===== src/rtl/bsram_stream_reader_if.sv =====
// Bundle of the command, BSRAM port-B and output-stream signals of the BSRAM stream reader.
// The master modport is the reader's view. The slave modport is the view of the surrounding logic (BSRAM, consumer, commander).
interface bsram_stream_reader_if #(
   parameter int ADDR_W = 13,
   parameter int DATA_W = 8,
   parameter int LEN_W  = 14
);
   logic              cmd_start;
   logic [ADDR_W-1:0] cmd_base;
   logic [LEN_W-1:0]  cmd_len;
   logic              busy;
   logic              done;
   logic [ADDR_W-1:0] adb;
   logic              ceb;
   logic              oce;
   logic [DATA_W-1:0] dout;
   logic              m_valid;
   logic [DATA_W-1:0] m_data;
   logic              m_ready;

   modport master (
      input  cmd_start, cmd_base, cmd_len, dout, m_ready,
      output busy, done, adb, ceb, oce, m_valid, m_data
   );

   modport slave (
      output cmd_start, cmd_base, cmd_len, dout, m_ready,
      input  busy, done, adb, ceb, oce, m_valid, m_data
   );
endinterface


===== src/rtl/bsram_stream_reader.sv =====
// Sequential read master for BSRAM port B: turns a (base, length) command into reads.
// It hides the fixed read latency and delivers the bytes through a credit-guarded skid FIFO as a valid/ready stream.
module bsram_stream_reader #(
   parameter int ADDR_W     = 13,
   parameter int DATA_W     = 8,
   parameter int LEN_W      = 14,
   parameter int RD_LAT     = 2,
   parameter int FIFO_DEPTH = 4
) (
   input  logic                  clk,
   input  logic                  rst,
   bsram_stream_reader_if.master bus_io
);
   localparam int PTR_W = $clog2(FIFO_DEPTH);
   localparam int CNT_W = PTR_W + 1;

   typedef enum logic [1:0] {
      S_IDLE,
      S_ISSUE,
      S_DRAIN,
      S_FINISH
   } state_t;

   state_t            state_q, state_d;
   logic [ADDR_W-1:0] addr_q, addr_d;
   logic [LEN_W-1:0]  remaining_q, remaining_d;
   logic [CNT_W-1:0]  inflight_q, inflight_d;
   logic [CNT_W-1:0]  count_q, count_d;
   logic [PTR_W-1:0]  wr_ptr_q, rd_ptr_q;
   logic [DATA_W-1:0] fifo_mem_q [FIFO_DEPTH];

   // The issue cycle is the first stage of the read pipeline.
   // Only the remaining RD_LAT-1 stages are registered, so RD_LAT must be at least 2.
   logic [RD_LAT-2:0] tag_q;

   logic              issue;
   logic              push;
   logic              pop;
   logic              fifo_empty;
   logic              fifo_full;
   logic              credit_ok;
   logic [CNT_W:0]    occupancy;

   assign push       = tag_q[RD_LAT-2];
   assign fifo_empty = (count_q == '0);
   assign fifo_full  = (count_q == CNT_W'(FIFO_DEPTH));
   assign pop        = !fifo_empty && bus_io.m_ready;

   // Count reads in flight as if they already occupy the FIFO. Then every issued read always has a free slot.
   assign occupancy  = {1'b0, inflight_q} + {1'b0, count_q};
   assign credit_ok  = (occupancy < (CNT_W+1)'(FIFO_DEPTH));
   assign issue      = (state_q == S_ISSUE) && (remaining_q != '0) && credit_ok;

   assign inflight_d = inflight_q + CNT_W'(issue) - CNT_W'(push);
   assign count_d    = count_q + CNT_W'(push) - CNT_W'(pop);

   always_comb begin
      state_d     = state_q;
      addr_d      = addr_q;
      remaining_d = remaining_q;
      case (state_q)
         S_IDLE: begin
            if (bus_io.cmd_start) begin
               addr_d      = bus_io.cmd_base;
               remaining_d = bus_io.cmd_len;
               state_d     = (bus_io.cmd_len == '0) ? S_FINISH : S_ISSUE;
            end
         end
         S_ISSUE: begin
            if (issue) begin
               addr_d      = addr_q + ADDR_W'(1);
               remaining_d = remaining_q - LEN_W'(1);
               if (remaining_q == LEN_W'(1)) begin
                  state_d = S_DRAIN;
               end
            end
         end
         S_DRAIN: begin
            // Look at next-state counts, so done follows the final handshake by one cycle.
            if (inflight_d == '0 && count_d == '0) begin
               state_d = S_FINISH;
            end
         end
         S_FINISH: begin
            state_d = S_IDLE;
         end
         default: begin
            state_d = S_IDLE;
         end
      endcase
   end

   always_ff @(posedge clk or posedge rst) begin
      if (rst) begin
         state_q     <= S_IDLE;
         addr_q      <= '0;
         remaining_q <= '0;
         inflight_q  <= '0;
         count_q     <= '0;
         wr_ptr_q    <= '0;
         rd_ptr_q    <= '0;
         tag_q       <= '0;
      end else begin
         state_q     <= state_d;
         addr_q      <= addr_d;
         remaining_q <= remaining_d;
         inflight_q  <= inflight_d;
         count_q     <= count_d;
         tag_q[0]    <= issue;
         for (int i = 1; i < RD_LAT - 1; i++) begin
            tag_q[i] <= tag_q[i-1];
         end
         if (push) begin
            wr_ptr_q <= wr_ptr_q + PTR_W'(1);
         end
         if (pop) begin
            rd_ptr_q <= rd_ptr_q + PTR_W'(1);
         end
      end
   end

   // Storage needs no reset: a slot is only visible after it has been written.
   always_ff @(posedge clk) begin
      if (push) begin
         fifo_mem_q[wr_ptr_q] <= bus_io.dout;
      end
   end

   assert property (@(posedge clk) disable iff (rst) !(push && fifo_full));

   assign bus_io.busy    = (state_q == S_ISSUE) || (state_q == S_DRAIN);
   assign bus_io.done    = (state_q == S_FINISH);
   assign bus_io.adb     = addr_q;
   assign bus_io.ceb     = issue;
   assign bus_io.oce     = bus_io.busy;
   assign bus_io.m_valid = !fifo_empty;
   assign bus_io.m_data  = fifo_empty ? '0 : fifo_mem_q[rd_ptr_q];
endmodule

===== src/flat_wrapper.sv =====
// flat-port wrapper written by rule: the top's interface ports become plain ports
module bsram_stream_reader_flat 
#(
   parameter int ADDR_W     = 13,
   parameter int DATA_W     = 8,
   parameter int LEN_W      = 14,
   parameter int RD_LAT     = 2,
   parameter int FIFO_DEPTH = 4
)
  (clk, rst, bus_io_cmd_start, bus_io_cmd_base, bus_io_cmd_len, bus_io_dout, bus_io_m_ready, bus_io_busy, bus_io_done, bus_io_adb, bus_io_ceb, bus_io_oce, bus_io_m_valid, bus_io_m_data);
  bsram_stream_reader_if #(.ADDR_W(ADDR_W), .DATA_W(DATA_W), .LEN_W(LEN_W)) bus_io_i ();
  input  logic clk;
  input  logic rst;
  input wire logic [$bits(bus_io_i.cmd_start)-1:0] bus_io_cmd_start;
  input wire logic [$bits(bus_io_i.cmd_base)-1:0] bus_io_cmd_base;
  input wire logic [$bits(bus_io_i.cmd_len)-1:0] bus_io_cmd_len;
  input wire logic [$bits(bus_io_i.dout)-1:0] bus_io_dout;
  input wire logic [$bits(bus_io_i.m_ready)-1:0] bus_io_m_ready;
  output wire logic [$bits(bus_io_i.busy)-1:0] bus_io_busy;
  output wire logic [$bits(bus_io_i.done)-1:0] bus_io_done;
  output wire logic [$bits(bus_io_i.adb)-1:0] bus_io_adb;
  output wire logic [$bits(bus_io_i.ceb)-1:0] bus_io_ceb;
  output wire logic [$bits(bus_io_i.oce)-1:0] bus_io_oce;
  output wire logic [$bits(bus_io_i.m_valid)-1:0] bus_io_m_valid;
  output wire logic [$bits(bus_io_i.m_data)-1:0] bus_io_m_data;
  assign bus_io_i.cmd_start = bus_io_cmd_start;
  assign bus_io_i.cmd_base = bus_io_cmd_base;
  assign bus_io_i.cmd_len = bus_io_cmd_len;
  assign bus_io_i.dout = bus_io_dout;
  assign bus_io_i.m_ready = bus_io_m_ready;
  assign bus_io_busy = bus_io_i.busy;
  assign bus_io_done = bus_io_i.done;
  assign bus_io_adb = bus_io_i.adb;
  assign bus_io_ceb = bus_io_i.ceb;
  assign bus_io_oce = bus_io_i.oce;
  assign bus_io_m_valid = bus_io_i.m_valid;
  assign bus_io_m_data = bus_io_i.m_data;
  bsram_stream_reader #(.ADDR_W(ADDR_W), .DATA_W(DATA_W), .LEN_W(LEN_W), .RD_LAT(RD_LAT), .FIFO_DEPTH(FIFO_DEPTH)) u_core (.clk(clk), .rst(rst), .bus_io(bus_io_i));
endmodule

===== config.mk =====
export PLATFORM = sky130hd
export DESIGN_NAME = bsram_stream_reader_flat
export DESIGN_NICKNAME = d
export VERILOG_FILES = /design/src/rtl/bsram_stream_reader_if.sv /design/src/rtl/bsram_stream_reader.sv /design/src/flat_wrapper.sv
export SDC_FILE = /design/constraint.sdc
export NUM_CORES = 1
export LEC_CHECK = 0
export BUFFER_PORTS_ARGS = -buffer_cell sky130_fd_sc_hd__buf_2
export CORE_AREA = 10 10 95 97
export DETAILED_ROUTE_END_ITERATION = 10
export DIE_AREA = 0 0 105 107
export PLACE_DENSITY = 0.82
export SETUP_SLACK_MARGIN = 0.3
export SYNTH_ARGS = -nofsm -noshare
export SYNTH_HDL_FRONTEND = slang
export SYNTH_SLANG_ARGS = --single-unit

===== constraint.sdc =====
create_clock -name clk -period 8.2 [get_ports clk]
set_input_delay 0.41 -clock clk [delete_from_list [all_inputs] [get_ports clk]]
set_output_delay 0.41 -clock clk [all_outputs]
set_load 0.05 [all_outputs]

==> results.toml <==
[synthesis]
netlist_area_sq_um = 3837
synth-main-ff-cell = "sky130_fd_sc_hd__dfrtp_1"
synth-seq-cells = 72
async_flop_share_pct = 55.56
biggest_area_consumer_among_synthesized_cells = "sky130_fd_sc_hd__dfrtp_1"
ys_top_cells_by_area = "sky130_fd_sc_hd__dfrtp_1 26%, sky130_fd_sc_hd__edfxtp_1 25%, sky130_fd_sc_hd__ha_1 5.5%, sky130_fd_sc_hd__a21oi_1 5.2%, sky130_fd_sc_hd__mux4_2 4.7%"
synthesis.yosys.warnings = 0
netlist_instances = 349
syn-num-nets = 407
post_synth_cell_types = 51
netlist.area_leader.share_pct = 26.08
yosysSeqAreaShare_pct = 51.12
avgSynthCellArea_sq_um = 11.00
edff_count_synth = 32

[detailed_routing]
via_count = 2998
detail_route.vias_per_cell = 5.902
remaining_drc_errors = 0
final_antenna_net_count = 0
totalWireLength_microns = 8871
detail_route.iter0.violations = 193
wl_per_cell_microns = 17.46
drt-pass1-iter-count = 5

[clocking]
cts_setup_buffers = 0
tritoncts_num_sinks = 72
max-clock-path-buffers = 2
clk_root_buffer_cell = "sky130_fd_sc_hd__clkbuf_8"
holdBufCountCts = 0
post_cts_resize_count = 0
cts_buffers = 9
clk_latency_ns = 0.36
cts.clk_slew.worst_paths_ns = 0.09
h-tree-depth = 3
tritoncts = "built"

[setup_path]
crit_chain = "inv_1 -> ha_2 -> nor4b_1 -> nand2_1 -> or2_2 -> ha_1 -> inv_1 -> ha_1 -> inv_1 -> fa_1 -> inv_1 -> or4_1 -> o31ai_1 -> nand3_2 -> a22oi_1"
path_delay_family = "adder cells"
critPathMaxFanout = 66
worstPathBufferInverterCount = 4
crit_type = "reg -> reg"
worst_r2r_startpoint = "u_core.state_q[1]"
reg2reg_setup_slack_ns = 3.54
arrival_time_of_the_worst_setup_path_ns = 4.94
critical_path.startpoint = "u_core.state_q[1]"
max_stage_delay_ns = 0.94
cp_slowest_cell = "sky130_fd_sc_hd__ha_2"
timing.critical_path.mode_cell = "sky130_fd_sc_hd__inv_1"
crit_path_end = "u_core.state_q[0]"
crit_path_end_kind = "flip-flop"
worst_ep_required_time_ns = 8.48
regToRegEndpoint = "u_core.state_q[0]"
start_kind = "flip-flop"
reg2regPathDepth = 15
crit_cells = 15

[sta]
fin_worst_hold_slack_ns = 0.1690
final_period_minus_worst_setup_slack_ns = 4.662
rsz0062_at_grt = "no"
finish_stage_setup_viols = 0
worst_setup_skew_after_layout_ns = 0.01466
min_period_over_period_pct = 56.86
timing.final.max_slew_violations = 0
slew-limit-headroom_pct = 25.24
max_clock_freq_mhz = 214.5
final_hold_viol_count = 0
timing.setup.tns_ns = 0
tightestPinTransition_ns = 1.121

[power]
vdd_ir_drop_max_uv = 367.5
power_leakage_nw = 1.773
power_density_nw_per_um2 = 453.8

[grt]
antenna_violations_before_repair = 0
wire_length_of_the_first_global_routing_pass_microns = 14580
first_global_vias = 2985
track_usage_pct = 15.88
grt-ovfl-total = 0
maximum_number_of_pins_on_one_net_before_global_route_repair = 67

[placement]
dp.final_hpwl_microns = 6265
gp_congestion = 0.8363
port_buffers = 64

[floorplanning]
core_area_sq_um = 7137
initial_core_utilization_pct = 53.77
floorplan_die_width_microns = 105
floorplan.io_pins = 65
fp.dieArea_sq_um = 11240
die_y_microns = 107
std_cell_rows = 31

[final_layout]
layout.cells.most_common = "sky130_fd_sc_hd__buf_2"
num-nets-final = 462
antennaDiodeCount = 0
area.growth.synth_to_final_pct = 14.48
most-common-layout-cells = "64 x sky130_fd_sc_hd__buf_2, 40 x sky130_fd_sc_hd__a21oi_1, 40 x sky130_fd_sc_hd__dfrtp_1"
fill_cells = 599
final_util_pct = 61.55
post_route_cells_drive_above_1_share_pct = 25.43

[status]
run_status = "complete, no violations"

[hold_path]
hp-class = "in -> async"

[job]
drv.max_cap_violation_count = 0
[stage by stage]
step | std cells | total power [mW] | worst slack, ns | area (sq um)
after floorplan | 349 | 1.480 | 4.335 | 3837
after global placement | 492 | 1.693 | 3.665 | 4208
after detailed placement | 492 | 1.732 | 3.557 | 4208
after CTS | 508 | 2.001 | 3.521 | 4393
after global routing | 508 | 2.141 | 3.032 | 4393
final | 508 | 1.993 | 3.538 | 4393
[state kept, by name, summed over array words and instances (netlist names)]
| signal | count |
|---|---|
| u_core.fifo_mem_q | 32 |
| u_core.remaining_q | 14 |
| u_core.bus_io.adb | 13 |
| u_core.count_q | 3 |
| u_core.inflight_q | 3 |
| u_core.rd_ptr_q | 2 |
| u_core.state_q | 2 |
| u_core.wr_ptr_q | 2 |
| u_core.push | 1 |
[report_power, final]
| group | leakage, nW | total, mW | internal [mW] | switching (mW) |
|---|---|---|---|---|
| Sequential | 0.749 | 0.640 | 0.503 | 0.137 |
| Combinational | 0.935 | 1.09 | 0.356 | 0.729 |
| Clock | 0.0888 | 0.268 | 0.115 | 0.153 |
[worst min-delay path by stage]
stage	to	slack, ns	depth (start not counted)	startpoint
after global routing	u_core.rd_ptr_q[1]	0.22	3	rst
final	u_core.rd_ptr_q[1]	0.17	3	rst
after detailed placement	u_core.bus_io.adb[6]	0.54	2	u_core.bus_io.adb[6]
after CTS	u_core.wr_ptr_q[0]	0.17	3	rst
after floorplan	u_core.wr_ptr_q[0]	0.49	1	u_core.wr_ptr_q[0]
after global placement	u_core.wr_ptr_q[0]	0.51	1	u_core.wr_ptr_q[0]
[kinds of logic (layout without fill, tap and decap cells)]
logic type / count (synthesis) / count (layout) / synth area share [%]
flip-flops: 72 / 72 / 51.12
multiplexers: 11 / 11 / 5.478
buffers and inverters: 42 / 102 / 4.434
XOR/XNOR: 7 / 7 / 1.598
AND/OR/NAND/NOR: 95 / 95 / 14.25
adder cells (fa/ha/maj): 19 / 19 / 6.586
AO/OA/AOI/OAI: 103 / 103 / 16.53
[worst register-to-register path, cell delays in order (launching register included)]
cell                      delay (ns)
sky130_fd_sc_hd__dfrtp_1        0.42
sky130_fd_sc_hd__inv_1          0.11
sky130_fd_sc_hd__ha_2           0.95
sky130_fd_sc_hd__nor4b_1        0.31
sky130_fd_sc_hd__nand2_1        0.21
sky130_fd_sc_hd__or2_2          0.37
sky130_fd_sc_hd__ha_1           0.29
sky130_fd_sc_hd__inv_1          0.05
sky130_fd_sc_hd__ha_1           0.12
sky130_fd_sc_hd__inv_1          0.04
sky130_fd_sc_hd__fa_1           0.47
sky130_fd_sc_hd__inv_1          0.05
sky130_fd_sc_hd__or4_1          0.54
sky130_fd_sc_hd__o31ai_1        0.30
sky130_fd_sc_hd__nand3_2        0.12
sky130_fd_sc_hd__a22oi_1        0.23
[routing by layer]
layer / up-vias / GRT usage, % / wire length, microns
met3: 12 / 4.790 / 578
met4: 0 / 6.078 / 145
met5: - / 0 / 0
met1: 1458 / 19.40 / 3750
met2: 119 / 25.98 / 4396
li1: 1409 / - / -
[cell usage after synthesis, types with 3 or more instances]
| cell | count |
|---|---|
| sky130_fd_sc_hd__a21oi_1 | 40 |
| sky130_fd_sc_hd__a31oi_1 | 12 |
| sky130_fd_sc_hd__and2_1 | 13 |
| sky130_fd_sc_hd__clkbuf_1 | 19 |
| sky130_fd_sc_hd__dfrtp_1 | 40 |
| sky130_fd_sc_hd__edfxtp_1 | 32 |
| sky130_fd_sc_hd__ha_1 | 17 |
| sky130_fd_sc_hd__inv_1 | 19 |
| sky130_fd_sc_hd__mux2i_1 | 3 |
| sky130_fd_sc_hd__mux4_2 | 8 |
| sky130_fd_sc_hd__nand2_1 | 20 |
| sky130_fd_sc_hd__nand2b_1 | 5 |
| sky130_fd_sc_hd__nand3_1 | 14 |
| sky130_fd_sc_hd__nor2_1 | 10 |
| sky130_fd_sc_hd__nor3_1 | 5 |
| sky130_fd_sc_hd__nor4_1 | 5 |
| sky130_fd_sc_hd__o21ai_0 | 22 |
| sky130_fd_sc_hd__o22ai_1 | 7 |
| sky130_fd_sc_hd__o32ai_1 | 4 |
| sky130_fd_sc_hd__or4_1 | 4 |
| sky130_fd_sc_hd__or4_2 | 3 |
| sky130_fd_sc_hd__xnor2_1 | 5 |
[final cells by class]
type	count	area [sq um]	area share, %
clock inverters	7	61.31	1.396
inverters	19	71.32	1.623
clock buffers	9	123.9	2.820
well taps	99	123.9	2.820
flip-flops and latches	72	1962	44.66
repair buffers	67	342.8	7.804
multi-input cells	235	1708	38.88
Power figures use the tool's default switching activity.
